**config.mk**
```make
export PLATFORM = sky130hd
export DESIGN_NAME = lsu_bus_ctrl
export DESIGN_NICKNAME = d
export VERILOG_FILES = /design/src/rtl/lsu_bus_ctrl_pkg.sv /design/src/rtl/lsu_align.sv /design/src/rtl/lsu_bus_ctrl.sv
export SDC_FILE = /design/constraint.sdc
export NUM_CORES = 1
export LEC_CHECK = 0
export BUFFER_PORTS_ARGS = -buffer_cell sky130_fd_sc_hd__clkbuf_2
export CAP_MARGIN = 0
export CORE_MARGIN = 4
export CORE_UTILIZATION = 45
export DETAILED_ROUTE_END_ITERATION = 10
export PLACE_DENSITY = 0.83
export SETUP_SLACK_MARGIN = 0.02
export SYNTH_ARGS = -nofsm -noshare
export SYNTH_HDL_FRONTEND = slang
export SYNTH_HIERARCHICAL = 1
export SYNTH_SLANG_ARGS = --single-unit
```
**constraint.sdc**
```tcl
create_clock -name clk -period 2.5 [get_ports clk]
set_clock_uncertainty 0.1 [all_clocks]
set_input_delay 0.5 -clock clk [delete_from_list [all_inputs] [get_ports clk]]
set_output_delay 0.5 -clock clk [all_outputs]
set_load 0.01 [all_outputs]
```
**src/rtl/lsu_bus_ctrl_pkg.sv**
```systemverilog
// -----------------------------------------------------------------------------
// lsu_bus_ctrl_pkg
// Shared definitions for the load/store bus controller:
//   - LOAD_* / STORE_* funct3 codes as emitted by the decoder
//   - access size and FSM state encodings
//   - helpers: access size decode, misalignment predicate, load signedness
// No ports (package).
// -----------------------------------------------------------------------------
package lsu_bus_ctrl_pkg;

   localparam logic [2:0] LOAD_B   = 3'd0;
   localparam logic [2:0] LOAD_HW  = 3'd1;
   localparam logic [2:0] LOAD_W   = 3'd2;
   localparam logic [2:0] LOAD_BU  = 3'd4;
   localparam logic [2:0] LOAD_HWU = 3'd5;

   localparam logic [2:0] STORE_B  = 3'd0;
   localparam logic [2:0] STORE_HW = 3'd1;
   localparam logic [2:0] STORE_W  = 3'd2;

   typedef enum logic [1:0] {
      SZ_BYTE = 2'd0,
      SZ_HALF = 2'd1,
      SZ_WORD = 2'd2
   } size_e;

   typedef enum logic [1:0] {
      ST_IDLE = 2'd0,
      ST_REQ  = 2'd1,
      ST_WAIT = 2'd2,
      ST_RESP = 2'd3
   } state_e;

   // Any code that is not an explicit byte/half code is executed as a word.
   // Stores and loads decode differently: store code 4/5 is a word access.
   function automatic size_e access_size(input logic we, input logic [2:0] ctrl);
      size_e sz;
      if (we) begin
         case (ctrl)
            STORE_B:  sz = SZ_BYTE;
            STORE_HW: sz = SZ_HALF;
            default:  sz = SZ_WORD;
         endcase
      end else begin
         case (ctrl)
            LOAD_B, LOAD_BU:   sz = SZ_BYTE;
            LOAD_HW, LOAD_HWU: sz = SZ_HALF;
            default:           sz = SZ_WORD;
         endcase
      end
      return sz;
   endfunction

   function automatic logic is_misaligned(input size_e sz, input logic [1:0] off);
      logic mis;
      case (sz)
         SZ_HALF: mis = off[0];
         SZ_WORD: mis = (off != 2'b00);
         default: mis = 1'b0;
      endcase
      return mis;
   endfunction

   function automatic logic load_signed(input logic [2:0] ctrl);
      return (ctrl == LOAD_B) || (ctrl == LOAD_HW);
   endfunction

endpackage

```
**src/rtl/lsu_align.sv**
```systemverilog
// -----------------------------------------------------------------------------
// lsu_align
// Purely combinational byte-lane steering for the load/store unit.
// Ports:
//   we, ctrl      in   access direction and funct3 width/sign code
//   addr_lo       in   byte offset within the word (addr[1:0])
//   wdata         in   right-aligned store data
//   rdata         in   raw bus read word
//   be            out  byte enables for the (force-aligned) access
//   wdata_rep     out  store data replicated across the lanes
//   rdata_ext     out  selected and sign/zero-extended load data
//   off_eff       out  offset after forcing natural alignment
//   misaligned    out  raw offset violates natural alignment
// -----------------------------------------------------------------------------
module lsu_align
   import lsu_bus_ctrl_pkg::*;
(
   input  logic        we,
   input  logic [2:0]  ctrl,
   input  logic [1:0]  addr_lo,
   input  logic [31:0] wdata,
   input  logic [31:0] rdata,
   output logic [3:0]  be,
   output logic [31:0] wdata_rep,
   output logic [31:0] rdata_ext,
   output logic [1:0]  off_eff,
   output logic        misaligned
);

   genvar gi;

   logic [31:0] byte_rep;
   logic [31:0] half_rep;
   logic [31:0] lane;
   logic        sext;
   size_e       sz;

   for (gi = 0; gi < 4; gi++) begin : g_byte_lane
      assign byte_rep[gi*8 +: 8] = wdata[7:0];
   end

   for (gi = 0; gi < 2; gi++) begin : g_half_lane
      assign half_rep[gi*16 +: 16] = wdata[15:0];
   end

   always_comb begin
      sz         = access_size(we, ctrl);
      misaligned = is_misaligned(sz, addr_lo);
      sext       = load_signed(ctrl);

      // Lane selection always uses the naturally aligned offset, so a
      // force-aligned access steers exactly like an aligned one.
      off_eff = addr_lo;
      if (sz == SZ_HALF) off_eff[0] = 1'b0;
      if (sz == SZ_WORD) off_eff    = 2'b00;

      // One shifter covers both byte (8*o) and half (16*o[1]) selection.
      lane = rdata >> {off_eff, 3'b000};

      case (sz)
         SZ_BYTE: begin
            be        = 4'b0001 << off_eff;
            wdata_rep = byte_rep;
            rdata_ext = {{24{sext & lane[7]}}, lane[7:0]};
         end
         SZ_HALF: begin
            be        = off_eff[1] ? 4'b1100 : 4'b0011;
            wdata_rep = half_rep;
            rdata_ext = {{16{sext & lane[15]}}, lane[15:0]};
         end
         default: begin
            be        = 4'b1111;
            wdata_rep = wdata;
            rdata_ext = lane;
         end
      endcase
   end

endmodule

```
**src/rtl/lsu_bus_ctrl.sv**
```systemverilog
// -----------------------------------------------------------------------------
// lsu_bus_ctrl
// Load/store unit executing decoder memory operations on a single-port
// request/grant/response data bus, with lane steering, load extension,
// misalignment handling and a bounded response wait.
// Parameter:
//   TIMEOUT_CYC   cycles waited for bus_rvalid after grant (2..255)
// Build option:
//   LSU_MISALIGN_TRAP_EN  defined: misaligned accesses fault without bus
//                         activity; undefined: address is force-aligned.
// Ports:
//   clk, rst_n                       clock, async active-low reset
//   req_valid/req_ready              core handshake (ready = idle)
//   req_we, req_ctrl, req_addr,
//   req_wdata                        memory operation from the decoder
//   resp_valid, resp_rdata,
//   resp_fault                       one-cycle completion to the core
//   bus_req/bus_gnt                  bus arbitration
//   bus_we, bus_addr, bus_be,
//   bus_wdata                        registered bus command
//   bus_rvalid, bus_rdata            bus response / store acknowledge
// -----------------------------------------------------------------------------
module lsu_bus_ctrl
   import lsu_bus_ctrl_pkg::*;
#(
   parameter int unsigned TIMEOUT_CYC = 16
) (
   input  logic        clk,
   input  logic        rst_n,
   input  logic        req_valid,
   output logic        req_ready,
   input  logic        req_we,
   input  logic [2:0]  req_ctrl,
   input  logic [31:0] req_addr,
   input  logic [31:0] req_wdata,
   output logic        resp_valid,
   output logic [31:0] resp_rdata,
   output logic        resp_fault,
   output logic        bus_req,
   input  logic        bus_gnt,
   output logic        bus_we,
   output logic [31:0] bus_addr,
   output logic [3:0]  bus_be,
   output logic [31:0] bus_wdata,
   input  logic        bus_rvalid,
   input  logic [31:0] bus_rdata
);

   localparam logic [7:0] CNT_LAST = 8'(TIMEOUT_CYC - 1);

   state_e      state_q, state_d;
   logic [7:0]  cnt_q, cnt_d;
   logic        we_q, we_d;
   logic [2:0]  ctrl_q, ctrl_d;
   logic [31:0] addr_q, addr_d;
   logic [3:0]  be_q, be_d;
   logic [31:0] wdata_q, wdata_d;
   logic [31:0] rdata_q, rdata_d;
   logic        fault_q, fault_d;
   logic        bus_req_q, bus_req_d;

   // The steering unit is shared: in IDLE it looks at the incoming request
   // (be / lane data / alignment), afterwards at the latched operation so it
   // can extract the load result from bus_rdata.
   logic        is_idle;
   logic        al_we;
   logic [2:0]  al_ctrl;
   logic [1:0]  al_addr_lo;
   logic [3:0]  al_be;
   logic [31:0] al_wdata;
   logic [31:0] al_rdata;
   logic [1:0]  al_off;
   logic        al_misaligned;

   assign is_idle    = (state_q == ST_IDLE);
   assign al_we      = is_idle ? req_we        : we_q;
   assign al_ctrl    = is_idle ? req_ctrl      : ctrl_q;
   assign al_addr_lo = is_idle ? req_addr[1:0] : addr_q[1:0];

   lsu_align u_align (
      .we         (al_we),
      .ctrl       (al_ctrl),
      .addr_lo    (al_addr_lo),
      .wdata      (req_wdata),
      .rdata      (bus_rdata),
      .be         (al_be),
      .wdata_rep  (al_wdata),
      .rdata_ext  (al_rdata),
      .off_eff    (al_off),
      .misaligned (al_misaligned)
   );

`ifndef LSU_MISALIGN_TRAP_EN
   // With force-alignment the misaligned flag has no consumer.
   logic unused_misaligned;
   assign unused_misaligned = al_misaligned;
`endif

   // State register
   always_ff @(posedge clk or negedge rst_n) begin
      if (!rst_n) begin
         state_q   <= ST_IDLE;
         cnt_q     <= 8'd0;
         we_q      <= 1'b0;
         ctrl_q    <= 3'd0;
         addr_q    <= 32'd0;
         be_q      <= 4'd0;
         wdata_q   <= 32'd0;
         rdata_q   <= 32'd0;
         fault_q   <= 1'b0;
         bus_req_q <= 1'b0;
      end else begin
         state_q   <= state_d;
         cnt_q     <= cnt_d;
         we_q      <= we_d;
         ctrl_q    <= ctrl_d;
         addr_q    <= addr_d;
         be_q      <= be_d;
         wdata_q   <= wdata_d;
         rdata_q   <= rdata_d;
         fault_q   <= fault_d;
         bus_req_q <= bus_req_d;
      end
   end

   // Next-state logic
   always_comb begin
      state_d = state_q;
      cnt_d   = cnt_q;
      we_d    = we_q;
      ctrl_d  = ctrl_q;
      addr_d  = addr_q;
      be_d    = be_q;
      wdata_d = wdata_q;
      rdata_d = rdata_q;
      fault_d = fault_q;

      case (state_q)
         ST_IDLE: begin
            if (req_valid) begin
               fault_d = 1'b0;
               rdata_d = 32'd0;
`ifdef LSU_MISALIGN_TRAP_EN
               if (al_misaligned) begin
                  // Bus command registers are left untouched: no bus activity.
                  state_d = ST_RESP;
                  fault_d = 1'b1;
               end else
`endif
               begin
                  state_d = ST_REQ;
                  we_d    = req_we;
                  ctrl_d  = req_ctrl;
                  addr_d  = {req_addr[31:2], al_off};
                  be_d    = al_be;
                  wdata_d = al_wdata;
               end
            end
         end
         ST_REQ: begin
            if (bus_gnt) begin
               state_d = ST_WAIT;
               cnt_d   = 8'd0;
            end
         end
         ST_WAIT: begin
            cnt_d = cnt_q + 8'd1;
            // A response on the last allowed cycle still counts as success.
            if (bus_rvalid) begin
               state_d = ST_RESP;
               rdata_d = we_q ? 32'd0 : al_rdata;
            end else if (cnt_q == CNT_LAST) begin
               state_d = ST_RESP;
               fault_d = 1'b1;
               rdata_d = 32'd0;
            end
         end
         default: begin
            state_d = ST_IDLE;
         end
      endcase

      // Registered so bus_req never depends combinationally on the core.
      bus_req_d = (state_d == ST_REQ);
   end

   // Outputs
   always_comb begin
      req_ready  = is_idle;
      resp_valid = (state_q == ST_RESP);
      resp_fault = resp_valid & fault_q;
      resp_rdata = resp_valid ? rdata_q : 32'd0;
      bus_req    = bus_req_q;
      bus_we     = we_q;
      bus_addr   = {addr_q[31:2], 2'b00};
      bus_be     = be_q;
      bus_wdata  = wdata_q;
   end

endmodule

```
# Yosys cells after proc, flatten, opt, wreduce, memory -nomap -nowiden
# Index checks and enable logic that the tools add are counted.
dict set report word_totals {
  ff_bits 116
  input_bits 105
  out_inout_bits 105
  word_cells 72
}
dict set report op_classes {
  n_addsub 1
  n_eq_ne 15
  shifts 2
  mux 29
  bitwise_logic 3
  reduce_logical 12
}
# operator count
set ops {}
lappend ops {{one-hot mux 32 bit (2 select lines)} 3}
lappend ops {{two-way mux 32 bit} 5}
lappend ops {{>> shifter 32 x 5 -> 32 bit} 1}
lappend ops {{one-hot mux 8 bit (2 select lines)} 1}
lappend ops {{two-way mux 2 bit} 7}
lappend ops {{adder 8 x 1 -> 8 bit, second input constant} 1}
lappend ops {{== test 8 x 4 -> 1 bit, second input constant} 1}
lappend ops {{two-way mux 8 bit} 1}
lappend ops {{!= test 2 bit, second input constant} 4}
lappend ops {{one-hot mux 2 bit (2 select lines)} 2}
lappend ops {{one-hot mux 4 bit (2 select lines)} 1}
lappend ops {{== test 2 x 1 -> 1 bit, second input constant} 3}
lappend ops {{== test 2 bit, second input constant} 3}
lappend ops {{== test 3 bit, second input constant} 2}
lappend ops {{one-hot mux 2 bit (3 select lines)} 1}
lappend ops {{two-way mux 1 bit} 5}
lappend ops {{zero test 2 bit} 2}
lappend ops {{two-way mux 4 bit} 1}
lappend ops {{AND reduction 2 bit} 2}
lappend ops {{AND reduction 4 bit} 1}
lappend ops {{nonzero test 2 bit} 2}
lappend ops {{OR reduction 2 bit} 2}
lappend ops {{left shift 1 x 2 -> 4 bit, first input constant} 1}
lappend ops {{AND 1 bit} 3}
lappend ops {{7 further kinds} 7}

# Longest topological paths before layout
# Gate-level depths: netlist of the first run.
dict set report logic_depth {
  depth_word 15
  mapped_depth 10
  mapped_depth_nobuf 8
}

# Cells and area by module
# Netlist of the first run, hierarchy kept.
# module n_inst cells_per_inst area_per_inst_um2 seq_area_each_um2
set by_module_without_submodules {}
lappend by_module_without_submodules {lsu_bus_ctrl 1 377 5048.6 2902.8}
lappend by_module_without_submodules {lsu_align 1 168 1062.3 0.0}

# Least setup slack after synthesis of the first run
# Ideal clock, no wire load.
dict set report synth_path {
  kind {reg2reg}
  startpoint {reg state_q[0]}
  endpoint {reg rdata_q[16]}
  setup_ns 0.122
  t_arrival_ns 2.376
  t_required_ns 2.278
  setup_slack_ns -0.098
  stages_incl_launch_ff 11
  path_buffers 3
  period_less_slack_ns 2.598
  cell_sequence {dfrtp_1 clkbuf_1 nor2_2 mux2_2 buf_4 nor2_2 mux2_4 a2bb2oi_4 buf_6 nand2_1 a32o_1}
}
dict set report synth_via {
  elab_cells_between_ends 31
  classes_between {eq/ne (8); shift (1); mux (12); bitwise (2); reduce/logical (8)}
}
# element line
set synth_lines {}
lappend synth_lines {{start: declaration} lsu_bus_ctrl.sv:51} ;# state_e state_q, state_d;
lappend synth_lines {{start signal: assignment} lsu_bus_ctrl.sv:113} ;# state_q <= state_d;
lappend synth_lines {{zero test 2 bit *} lsu_bus_ctrl.sv:75} ;# assign is_idle = (state_q == ST_IDLE);
lappend synth_lines {{via req_ready} lsu_bus_ctrl.sv:31} ;# output logic req_ready,
lappend synth_lines {{two-way mux 2 bit *} lsu_bus_ctrl.sv:78} ;# assign al_addr_lo = is_idle ? req_addr[1:0] : addr_q[1:0];
lappend synth_lines {{via al_addr_lo[0]} lsu_bus_ctrl.sv:68} ;# logic [1:0] al_addr_lo;
lappend synth_lines {{two-way mux 1 bit *} lsu_align.sv:54} ;# if (sz == SZ_HALF) off_eff[0] = 1'b0;
lappend synth_lines {{two-way mux 2 bit *} lsu_align.sv:55} ;# if (sz == SZ_WORD) off_eff = 2'b00;
lappend synth_lines {{>> shifter 32 x 5 -> 32 bit *} lsu_align.sv:58} ;# lane = rdata >> {off_eff, 3'b000};
lappend synth_lines {{AND 1 bit (on tied branches)} {lsu_align.sv:69, lsu_align.sv:64}}
lappend synth_lines {{one-hot mux 32 bit (2 select lines) *} lsu_align.sv:60} ;# case (sz)
lappend synth_lines {{via al_rdata[16]} lsu_bus_ctrl.sv:71} ;# logic [31:0] al_rdata;
lappend synth_lines {{two-way mux 32 bit *} lsu_bus_ctrl.sv:171} ;# rdata_d = we_q ? 32'd0 : al_rdata;
lappend synth_lines {{two-way mux 32 bit *} lsu_bus_ctrl.sv:169} ;# if (bus_rvalid) begin
lappend synth_lines {{one-hot mux 32 bit (2 select lines) *} lsu_bus_ctrl.sv:138} ;# case (state_q)
lappend synth_lines {{end signal: assignment} lsu_bus_ctrl.sv:120} ;# rdata_q <= rdata_d;
lappend synth_lines {{end: declaration} lsu_bus_ctrl.sv:58} ;# logic [31:0] rdata_q, rdata_d;
# The timed path passes the listed nets; every way through them passes the cells marked *.
# A chain may end at the register's enable or synchronous reset.

# Worst setup path after layout of the first run
dict set report layout_path {
  startpoint {reg state_q[0]}
  endpoint {reg wdata_q[12] (netlist: bus_wdata[12])}
}
dict set report layout_via {
  elab_chain_len 8
  elab_cells_between_ends 16
  classes_between {eq/ne (4); mux (6); reduce/logical (6)}
}
# element line
set layout_lines {}
lappend layout_lines {{zero test 2 bit *} lsu_bus_ctrl.sv:75}
lappend layout_lines {{two-way mux 3 bit *} lsu_bus_ctrl.sv:77} ;# assign al_ctrl = is_idle ? req_ctrl : ctrl_q;
lappend layout_lines {{via al_ctrl[2]} lsu_bus_ctrl.sv:67} ;# logic [2:0] al_ctrl;
lappend layout_lines {{== test 3 bit (tied with other cells)} lsu_bus_ctrl_pkg.sv:45} ;# case (ctrl)
lappend layout_lines {{OR reduction 2 bit} lsu_bus_ctrl_pkg.sv:45}
lappend layout_lines {{one-hot mux 2 bit (2 select lines)} lsu_bus_ctrl_pkg.sv:45}
lappend layout_lines {{two-way mux 2 bit *} lsu_bus_ctrl_pkg.sv:38} ;# if (we) begin
lappend layout_lines {{== test 2 x 1 -> 1 bit or zero test 2 bit (tied branches)} lsu_align.sv:60}
lappend layout_lines {{one-hot mux 32 bit (2 select lines) *} lsu_align.sv:60}
lappend layout_lines {{via al_wdata[12]} lsu_bus_ctrl.sv:70} ;# logic [31:0] al_wdata;
lappend layout_lines {{end signal: assignment} lsu_bus_ctrl.sv:119} ;# wdata_q <= wdata_d;
lappend layout_lines {{end: declaration} lsu_bus_ctrl.sv:57} ;# logic [31:0] wdata_q, wdata_d;
# Marks and branches as above.

==> results of run 1 <==
-- state kept, by name (all words and copies together) (netlist names) --
register,count
addr_q,32
bus_wdata,32
rdata_q,32
cnt_q,8
bus_be,4
ctrl_q,3
state_q,2
bus_req,1
bus_we,1
fault_q,1
-- cell type report --
cell class	instances	area [sq um]
Inverter	4	15.01
Fill cell	1146	5572
Tap cell	176	220.2
Multi-Input combinational cell	340	2695
Sequential cell	116	2903
Clock inverter	5	75.07
Clock buffer	24	491.7
Timing Repair Buffer	230	1271
-- worst paths after layout --
kind	from	end	slack, ns	cells past startpoint
setup / recovery	state_q[0]	bus_wdata[12]	0.12	8
hold / removal	req_addr[18]	addr_q[18]	0.23	2
setup reg to reg	state_q[0]	bus_wdata[12]	0.12	8
hold reg to reg	cnt_q[7]	cnt_q[7]	0.37	1
max in group asynchronous	rst_n	ctrl_q[0]	1.14	3
min in group asynchronous	rst_n	addr_q[8]	0.51	2
-- timing repair --
item	CTS	global route
gates resized for setup	1	7
endpoints found under the setup margin	4	33
hold buffers	1	0
buffers inserted	0	1
hold endpoints to repair	35	0
-- per-stage QoR --
step | power (W) | instances | area [sq um] | util, %
finish | 0.009944 | 895 | 7671 | 57.93
global route | 0.01060 | 895 | 7671 | 57.93
floorplan | 0.006383 | 544 | 6121 | -
CTS | 0.009959 | 894 | 7631 | 57.62
global placement | 0.007422 | 864 | 7049 | 53.23
detailed placement | 0.007551 | 864 | 7049 | 53.23
-- power by group --
group          leakage, nW  total [W]  switching, W  internal, W
clock network        0.282    0.00233      0.000781      0.00155
logic                 2.33    0.00445       0.00235      0.00210
registers             1.45    0.00317      0.000455      0.00271
total                 4.06    0.00994       0.00358      0.00636
-- critical path, cell delays in order (launching register included) --
cell and delay [ns]:
dfrtp_1 0.40, nor2_4 0.17, mux2_2 0.38, buf_4 0.15
a21o_1 0.19, nor2_4 0.11, buf_6 0.15, mux2_2 0.34
mux2_2 0.27
-- layer usage --
layer | vias to the layer above | GRT usage (%) | share of wire (%)
met5 | - | 0 | 0
met4 | 0 | 6.963 | 2.1
met3 | 27 | 5.189 | 6.0
met2 | 203 | 32.57 | 50
met1 | 2375 | 26.77 | 42
li1 | 2232 | - | -
-- cell usage in the layout (no fill, tap or decap), drive strengths merged --
cell         instances
ha                   1
dlygate4sd3          1
o21ai               19
a21o                 1
o22ai                1
and3                33
mux2                88
nand2               76
nor2b                1
or4                  2
nand3b               3
inv                  4
nand3                9
a32o                32
dfrtp              116
a2bb2oi              1
nand2b               3
clkbuf             230
o211ai               3
or2                  1
buf                 23
and2                 2
nand4                1
nor3                 2
clkinv               3
o31ai                1
bufinv               2
xor2                 1
nand4b               1
o21a                 1
nor3b                2
o311ai               1
or3                  1
a21oi                7
nor2                 7
o41ai                1
conb                 2
mux2i               36
==> metrics.md, run 1 <==
| Metric | Value |
|---|---|
| WL final | 15670 um |
| Vias in the first global route | 4787 |
| CORE AREA | 13240 sq um |
| Clk_lat worst skew | 0.41 ns |
| CP endpoint kind | flip-flop |
| WS Path Type | reg -> reg |
| Final setup fails | 0 |
| CTS root buf | clkbuf_16 |
| Fin Setup TNS | 0 ns |
| Status | complete, no violations |
| Worst Max-Slew Pin Slew | 0.6557 ns |
| Starting Density | 46.08% |
| Worst min path class | in -> reg |
| Routed len/inst | 17.51 um |
| Clock sink count | 116 |
| H-tree levels | 4 |
| Vias per cell | 5.404 |
| GR Overflow Total | 0 |
| Tmin final | 2.382 ns |
| Layout cells sized above 1 | 49.65% |
| Die area | 15490 sq um |
| RSZ-0062 raised after global routing | no |
| Worst Path Arrival | 2.57 ns |
| First-pass GRT wire length | 25340 um |
| # DRC | 0 |
| Max-cap viol count | 0 |
| CP max FO | 7 |
| Worst Setup Slack, final | 0.1179 ns |
| YS warnings | 6 |
| Die height | 124.5 um |
| Reg clk slew, reported paths | 0.05 ns |
| Max clock buf depth | 2 |
| ANT cells | 0 |
| Initial DRT Pass Iterations | 4 |
| Final Cycle Share | 95.28% |
| Total I/O pin count | 210 |
| PortBufs | 207 |
| Die width | 124.5 um |
| Final hold violations | 0 |
| Final net count | 815 |
| Max-slew headroom | 56.29% |
| Largest net degree at the start of global routing | 46 |
| Dpl ws | 0.03517 ns |
| Cell row count | 42 |
| CTS tree | built |
| WP data required | 2.68 ns |
| Syn avg cell area | 11.24 sq um |
| Highest Clock Rate | 419.8 MHz |
| Starting DRT DRC Count | 325 |
| Peak supply drop | 533.9 uV |
| RePlAce Congestion | 0.8287 |
| Final antenna-violating net count | 0 |
| Mapped Area | 6102 sq um |
| Post-Syn Instances | 543 |
| Fin Hold WS | 0.2278 ns |
| Final max-slew violation count | 0 |
| Via count | 4837 |
| Antenna violations before repair | 0 |
| PwrDens | 1296 nW/um^2 |
| Synth-to-layout area growth | 25.71% |
| Num CTS Buffers | 17 |
| Post-DP HPWL | 11230 um |
| Total track usage | 20.28% |
| Crit start category | flip-flop |
| Leakage power | 4.057 nW |
Power figures use the tool's default switching activity.
==> inputs of run 2 (changes only) <==
ABC_AREA = 1   (was unset)
PLACE_DENSITY = 0.82   (was 0.83)
==> run 2 against run 1 <==
Via count increased by 27%. Utilization fell by 0.065 points. Clock power up 10%. Critical endpoint is now rdata_q[24]. Largest power group unchanged.
==> metrics.md, run 2 <==
| Metric | Value |
|---|---|
| Status | complete, no violations |
| Peak supply drop | 656.4 uV (+23%) |
| Layout cells sized above 1 | 28.02% (-22 points) |
| Net Sw Frac | 42.37% (+6.3 points) |
| Max-slew headroom | 51.97% (-4.3 points) |
| Worst min path class | in -> reg |
| Final net count | 1146 (+41%) |
| CTS tree | built |
| Antenna violations before repair | 0 (unchanged) |
| Via count | 6166 (+27%) |
| Clock power frac | 23.9% (+0.5 points) |
| Tmin final | 2.279 ns (-0.1031 ns) |
| CP endpoint kind | flip-flop |
| CTS root buf | clkbuf_16 |
| Vias per cell | 5.001 (-7.5%) |
| Max-cap viol count | 0 (unchanged) |
| Slowest cell on the critical path | dfrtp_1 |
| Final hold violations | 0 (unchanged) |
| Crit-path leading delay family | simple AND/OR/NAND/NOR gates |
| PwrDens | 1331 nW/um^2 (+2.7%) |
| Starting DRT DRC Count | 572 (+76%) |
| Non-Filler Instances | 1233 (+38%) |
| Hold path startpoint | req_addr[27] |
| Worst R2R Start | state_q[1] |
| Max clock buf depth | 2 (unchanged) |
| Final setup fails | 0 (unchanged) |
| Max incr delay on CP | 0.41 ns (about the same) |
| Num CTS Buffers | 17 (unchanged) |
| Worst R2R End | rdata_q[24] |
| Clock sink count | 116 (unchanged) |
| ANT cells | 0 (unchanged) |
| Routed len/inst | 14.53 um (-17%) |
| Leakage power | 4.632 nW (+14%) |
| Vias in the first global route | 5751 (+20%) |
| Worst Max-Slew Pin Slew | 0.7188 ns (+0.06310 ns) |
| Starting Density | 46.14% (+0.066 points) |
| First-pass GRT wire length | 28410 um (+12%) |
| Multi-input logic area | 2780 sq um (+3.2%) |
| Total track usage | 21.67% (+1.4 points) |
| Reg2Reg Setup Slack | 0.22 ns (+0.10 ns) |
| Crit start category | flip-flop |
| Placed Instances | 1196 (+38%) |
| CP most frequent cell | nand2_1 |
| Final antenna-violating net count | 0 (unchanged) |
| Commonest cells after routing, fill and taps aside | nand2_1 (381), clkbuf_2 (206), dfrtp_1 (116) |
| WS Path Type | reg -> reg |
| Sw Pwr | 0.004564 W (+27%) |
| RePlAce Congestion | 0.9067 (+9.4%) |
| PortBufs | 207 (unchanged) |
| Highest Clock Rate | 438.8 MHz (+4.5%) |
| Fillers | 1320 (+15%) |
| Final Cycle Share | 91.16% (-4.1 points) |
| H-tree levels | 4 (unchanged) |
| Power Internal | 0.006209 W (-2.4%) |
| Largest net degree at the start of global routing | 111 (+140%) |
| Initial DRT Pass Iterations | 7 (+3) |
| WL final | 17910 um (+14%) |
| Fin Hold WS | 0.1646 ns (-0.06321 ns) |
| Post-DP HPWL | 12360 um (+10%) |
| Comb pwr share | 46.3% (+1.6 points) |
| CP max FO | 24 (+17) |
| Flop pwr share | 29.8% (-2.0 points) |
| YS warnings | 6 (unchanged) |
| Die width | 127.8 um (+2.7%) |
| Die area | 16320 sq um (+5.4%) |
| Most common cell after layout, fill and taps aside | nand2_1 |
| Mapped Area | 6455 sq um (+5.8%) |
| Final max-slew violation count | 0 (unchanged) |
| Cell row count | 43 (+2.4%) |
| Sequence of cells on the critical path | nor2_1 > buf_6 > a21oi_1 > buf_4 > nor2_4 > nand3_4 > nand2_1 > nand3_2 > nand2_2 > nand2_8 > nand3_1 > nand2_1 > nand2_1 |
| GR Overflow Total | 0 (unchanged) |
| Hold worst-path end | addr_q[27] |
| Reg2Reg Depth | 13 (+5) |
| Syn avg cell area | 7.344 sq um (-35%) |
| WP data required | 2.75 ns (+0.07 ns) |
| Post-Syn Instances | 879 (+62%) |
| Worst Path Arrival | 2.53 ns (-0.04 ns) |
| Fin Setup TNS | 0 ns (unchanged) |
| Sequential Area | 2903 sq um (unchanged) |
| Die height | 127.8 um (+2.7%) |
| RSZ-0062 raised after global routing | no |
| CORE AREA | 13990 sq um (+5.6%) |
| # DRC | 0 (unchanged) |
| Worst hold path depth | 3 (+1) |
| Total I/O pin count | 210 (unchanged) |
| Reg clk slew, reported paths | 0.06 ns (about the same) |
| Synth-to-layout area growth | 25.39% |
| Clk_lat worst skew | 0.42 ns (about the same) |
| Bufs and invs on worst path | 2 (unchanged) |
[run 2: cell type report]
cell class | instances | share of cell area [%]
flip-flops and latches | 116 | 35.86
multi-input cells | 603 | 34.35
repair buffers | 227 | 15.75
clock buffers | 20 | 5.519
inverters | 75 | 3.525
well taps | 180 | 2.783
clock inverters | 12 | 2.211
[run 2: through the flow]
| stage | setup slack (ns) | cell area, sq um | total power, W | utilization [%] |
|---|---|---|---|---|
| after floorplan | 0.1884 | 6459 | 0.006783 | - |
| after global placement | 0.09553 | 7353 | 0.007908 | 52.57 |
| after detailed placement | -0.0006330 | 7353 | 0.008016 | 52.57 |
| after CTS | 0.09479 | 7996 | 0.01066 | 57.16 |
| after global routing | 0.03555 | 8094 | 0.01166 | 57.86 |
| final | 0.2210 | 8094 | 0.01077 | 57.86 |
[run 2: how the worst max path moves through the flow]
stage	slack, ns	cells after the start	to	startpoint
after floorplan	0.19	15	rdata_q[29]	state_q[0]
after global placement	0.1	12	rdata_q[26]	state_q[1]
after global routing	0.04	12	bus_wdata[18]	state_q[1]
final	0.22	13	rdata_q[24]	state_q[1]
after detailed placement	-0.0006	12	rdata_q[28]	state_q[1]
after CTS	0.09	13	rdata_q[24]	state_q[1]
[run 2: tightest hold or removal path, delay by kind of cell]
family / cells / cell delay (ns)
buf+inv: 1 / 0.07
simple gates: 2 / 0.08
[run 2: metal layers]
metal,track usage (%),routed length [um],vias up
met5,0,0,-
met4,8.614,529,0
met3,5.167,1463,40
met2,33.49,8439,270
met1,29.50,7480,2805
li1,-,-,3051
[run 2: what timing repair did]
| item | 4_1_cts | 5_1_grt |
|---|---|---|
| pin swaps | 0 | 2 |
| hold buffers | 1 | 0 |
| cloned | 0 | 2 |
| hold endpoints to repair | 37 | 0 |
| buffers inserted | 0 | 2 |
| gates resized for setup | 1 | 9 |
| setup endpoints to repair | 10 | 56 |
[run 2: power groups by stage]
stage	logic (W)	registers, W	clock network, W
2_1_floorplan	0.00350	0.00328	0
3_3_place_gp	0.00470	0.00320	0
3_5_place_dp	0.00478	0.00323	0
4_1_cts	0.00484	0.00321	0.00261
5_1_grt	0.00565	0.00332	0.00270
6_report	0.00499	0.00321	0.00257
==> inputs of run 3 (changes only) <==
--- a/config.mk
+++ b/config.mk
@@ -13,3 +13,3 @@
 export DETAILED_ROUTE_END_ITERATION = 10
-export PLACE_DENSITY = 0.82
+export PLACE_DENSITY = 0.79
 export SETUP_SLACK_MARGIN = 0.02
==> constraint.sdc (replaced) <==
create_clock -name clk -period 2 [get_ports clk]
set_clock_uncertainty 0.1 [all_clocks]
set_input_delay 0.6 -clock clk [delete_from_list [all_inputs] [get_ports clk]]
set_output_delay 0.6 -clock clk [all_outputs]
set_load 0.01 [all_outputs]
==> run 3 against run 2 <==
Power increased by 33%. Worst hold slack got worse by 0.10 ns. Critical endpoint is now rdata_q[14]. Count of clock-buffer cells in the layout decreased by 1. The run now ends with negative setup slack left. Highest routed layer unchanged. Register-to-register slack got worse by 0.40 ns. Combinational power increased by 48%. Cell area increased by 6.5%. Die area unchanged. Largest power group unchanged.
==> metrics.md, run 3 (synthesis gave the netlist of run 2 again) <==
| Metric | Value |
|---|---|
| Status | finished, violations left |
| Failing checks | negative setup slack |
| Highest Clock Rate | 458.8 MHz (+4.6%) |
| Initial DRT Pass Iterations | 6 (-1) |
| Crit-path leading delay family | simple AND/OR/NAND/NOR gates |
| PwrDens | 1662 nW/um^2 (+25%) |
| Starting Density | 46.14% (unchanged) |
| Commonest cells after routing, fill and taps aside | nand2_1 (378), clkbuf_2 (201), dfrtp_1 (115) |
| Final hold violations | 0 (unchanged) |
| Clk_lat worst skew | 0.41 ns (about the same) |
| Most common cell after layout, fill and taps aside | nand2_1 |
| Final antenna-violating net count | 0 (unchanged) |
| Vias in the first global route | 5749 (-0.035%) |
| Worst Setup Slack, final | -0.1795 ns (-0.4005 ns) |
| Die area | 16320 sq um (unchanged) |
| Slowest cell on the critical path | dfrtp_1 |
| Worst min path class | in -> async |
| CP max FO | 10 (-58%) |
| Final max-slew violation count | 0 (unchanged) |
| CP most frequent cell | nand2_1 |
| Sequence of cells on the critical path | buf_4 > nor2_4 > buf_12 > nor2_4 > a21oi_4 > nand2_4 > nand2_4 > nor2_4 > buf_4 > a21oi_1 > o21ai_0 > nand2_1 > nand2_1 > nand2_1 > nand2_1 |
| Bufs and invs on worst path | 3 (+1) |
| Non-Filler Instances | 1262 (+2.4%) |
| RSZ-0062 raised after global routing | yes |
| PortBufs | 207 (unchanged) |
| Peak supply drop | 830.0 uV (+26%) |
| Max incr delay on CP | 0.38 ns (-0.03 ns) |
| WL final | 18640 um (+4.1%) |
| Final setup fails | 90 (+90) |
| Max-cap viol count | 0 (unchanged) |
| Clock sink count | 116 (unchanged) |
| Max clock buf depth | 2 (unchanged) |
| Fillers | 1226 (-7.1%) |
| Power Total | 0.01433 W (+33%) |
| # DRC | 0 (unchanged) |
| Leakage power | 4.869 nW (+5.1%) |
| Total I/O pin count | 210 (unchanged) |
| WP data required | 2.21 ns (-0.54 ns) |
| Via count | 6408 (+3.9%) |
| RePlAce Congestion | 0.8891 (-1.9%) |
| Total track usage | 22.21% (+0.54 points) |
| Placed Instances | 1217 (+1.8%) |
| Die height | 127.8 um (unchanged) |
| Dpl ws | -0.1245 ns (-0.1239 ns) |
| Fin Hold WS | 0.06368 ns (-0.1009 ns) |
| CTS tree | built |
| Largest net degree at the start of global routing | 86 (-23%) |
| GR Overflow Total | 0 (unchanged) |
| Multi-input logic area | 2934 sq um (+5.5%) |
| Routed len/inst | 14.77 um (+1.7%) |
| Antenna violations before repair | 0 (unchanged) |
| Reg clk slew, reported paths | 0.06 ns (about the same) |
| Crit start category | flip-flop |
| Vias per cell | 5.078 (+1.5%) |
| Tmin final | 2.179 ns (-0.09954 ns) |
| CORE AREA | 13990 sq um (unchanged) |
| Sequential Area | 2904 sq um (about the same) |
| Worst Path Arrival | 2.39 ns (-0.14 ns) |
| ANT cells | 0 (unchanged) |
| Final net count | 1175 (+2.5%) |
| Final Cycle Share | 109.0% (+18 points) |
| CP endpoint kind | flip-flop |
| Die width | 127.8 um (unchanged) |
| Post-DP HPWL | 12980 um (+4.9%) |
| Layout cells sized above 1 | 33.92% (+5.9 points) |
| Synth-to-layout area growth | 33.55% |
| WS Path Type | reg -> reg |
| Layout Utilization | 61.63% (+3.8 points) |
| CTS root buf | clkbuf_16 |
| Cell row count | 43 (unchanged) |
| Num CTS Buffers | 17 (unchanged) |
| Starting DRT DRC Count | 645 (+13%) |
| H-tree levels | 4 (unchanged) |
| First-pass GRT wire length | 28980 um (+2.0%) |
run 3: cell types whose count changed in the layout (fill, tap and decap cells not counted), sizes merged:
cell,before,now
dlygate4sd3,1,0
nand3,36,35
clkinv,4,5
buf,19,52
inv,75,77
bufinv,4,1
clkbuf,227,222
clkinvlp,4,6
bufbuf,0,1
run 3: metal layers:
| layer | global-route usage [%] | up-vias | share of wire [%] |
|---|---|---|---|
| li1 | - | 3099 | - |
| met1 | 28.34 | 2930 | 40 |
| met2 | 36.51 | 327 | 49 |
| met3 | 4.750 | 52 | 8.1 |
| met4 | 9.613 | 0 | 3.3 |
| met5 | 0 | - | 0 |
run 3: what timing repair did:
| action | in CTS | in global routing |
|---|---|---|
| gates resized for setup | 46 | 24 |
| pin swaps | 1 | 0 |
| gates cloned | 3 | 2 |
| hold buffers | 0 | 0 |
| setup buffers | 6 | 2 |
| setup endpoints to repair | 82 | 94 |
run 3: final cells by class:
cell class                 count  share of cell area (%)
multi-input combinational    602                   34.03
sequential                   116                   33.69
timing repair buffer         256                   19.52
clock buffer                  19                   5.254
inverter                      75                   3.367
tap                          180                   2.612
clock inverter                13                   1.451
timing repair inverter         1                 0.07257
run 3: worst paths after layout:
check | startpoint | to | slack, ns | cells after the start
max in group asynchronous | rst_n | state_q[0] | 1.37 | 2
min in group clk | req_addr[28] | addr_q[28] | 0.28 | 3
setup / recovery | state_q[1] | rdata_q[14] | -0.18 | 15
hold / removal | rst_n | addr_q[12] | 0.06 | 2
hold reg to reg | bus_wdata[22] | bus_wdata[22] | 0.38 | 2
setup reg to reg | state_q[1] | rdata_q[14] | -0.18 | 15
run 3: metrics by stage:
step,instance area [sq um],setup TNS (ns)
after floorplan,6575,-0.7689
after global placement,7677,-2.322
after detailed placement,7677,-3.864
after CTS,8544,-7.607
after global routing,8621,-18.39
final,8621,-8.900
run 3: power by group:
part / switching, W / internal (W) / total [W] / leakage (nW)
Clock: 0.00111 / 0.00178 / 0.00290 / 0.269
Sequential: 0.000605 / 0.00342 / 0.00402 / 1.49
Combinational: 0.00440 / 0.00301 / 0.00741 / 3.11
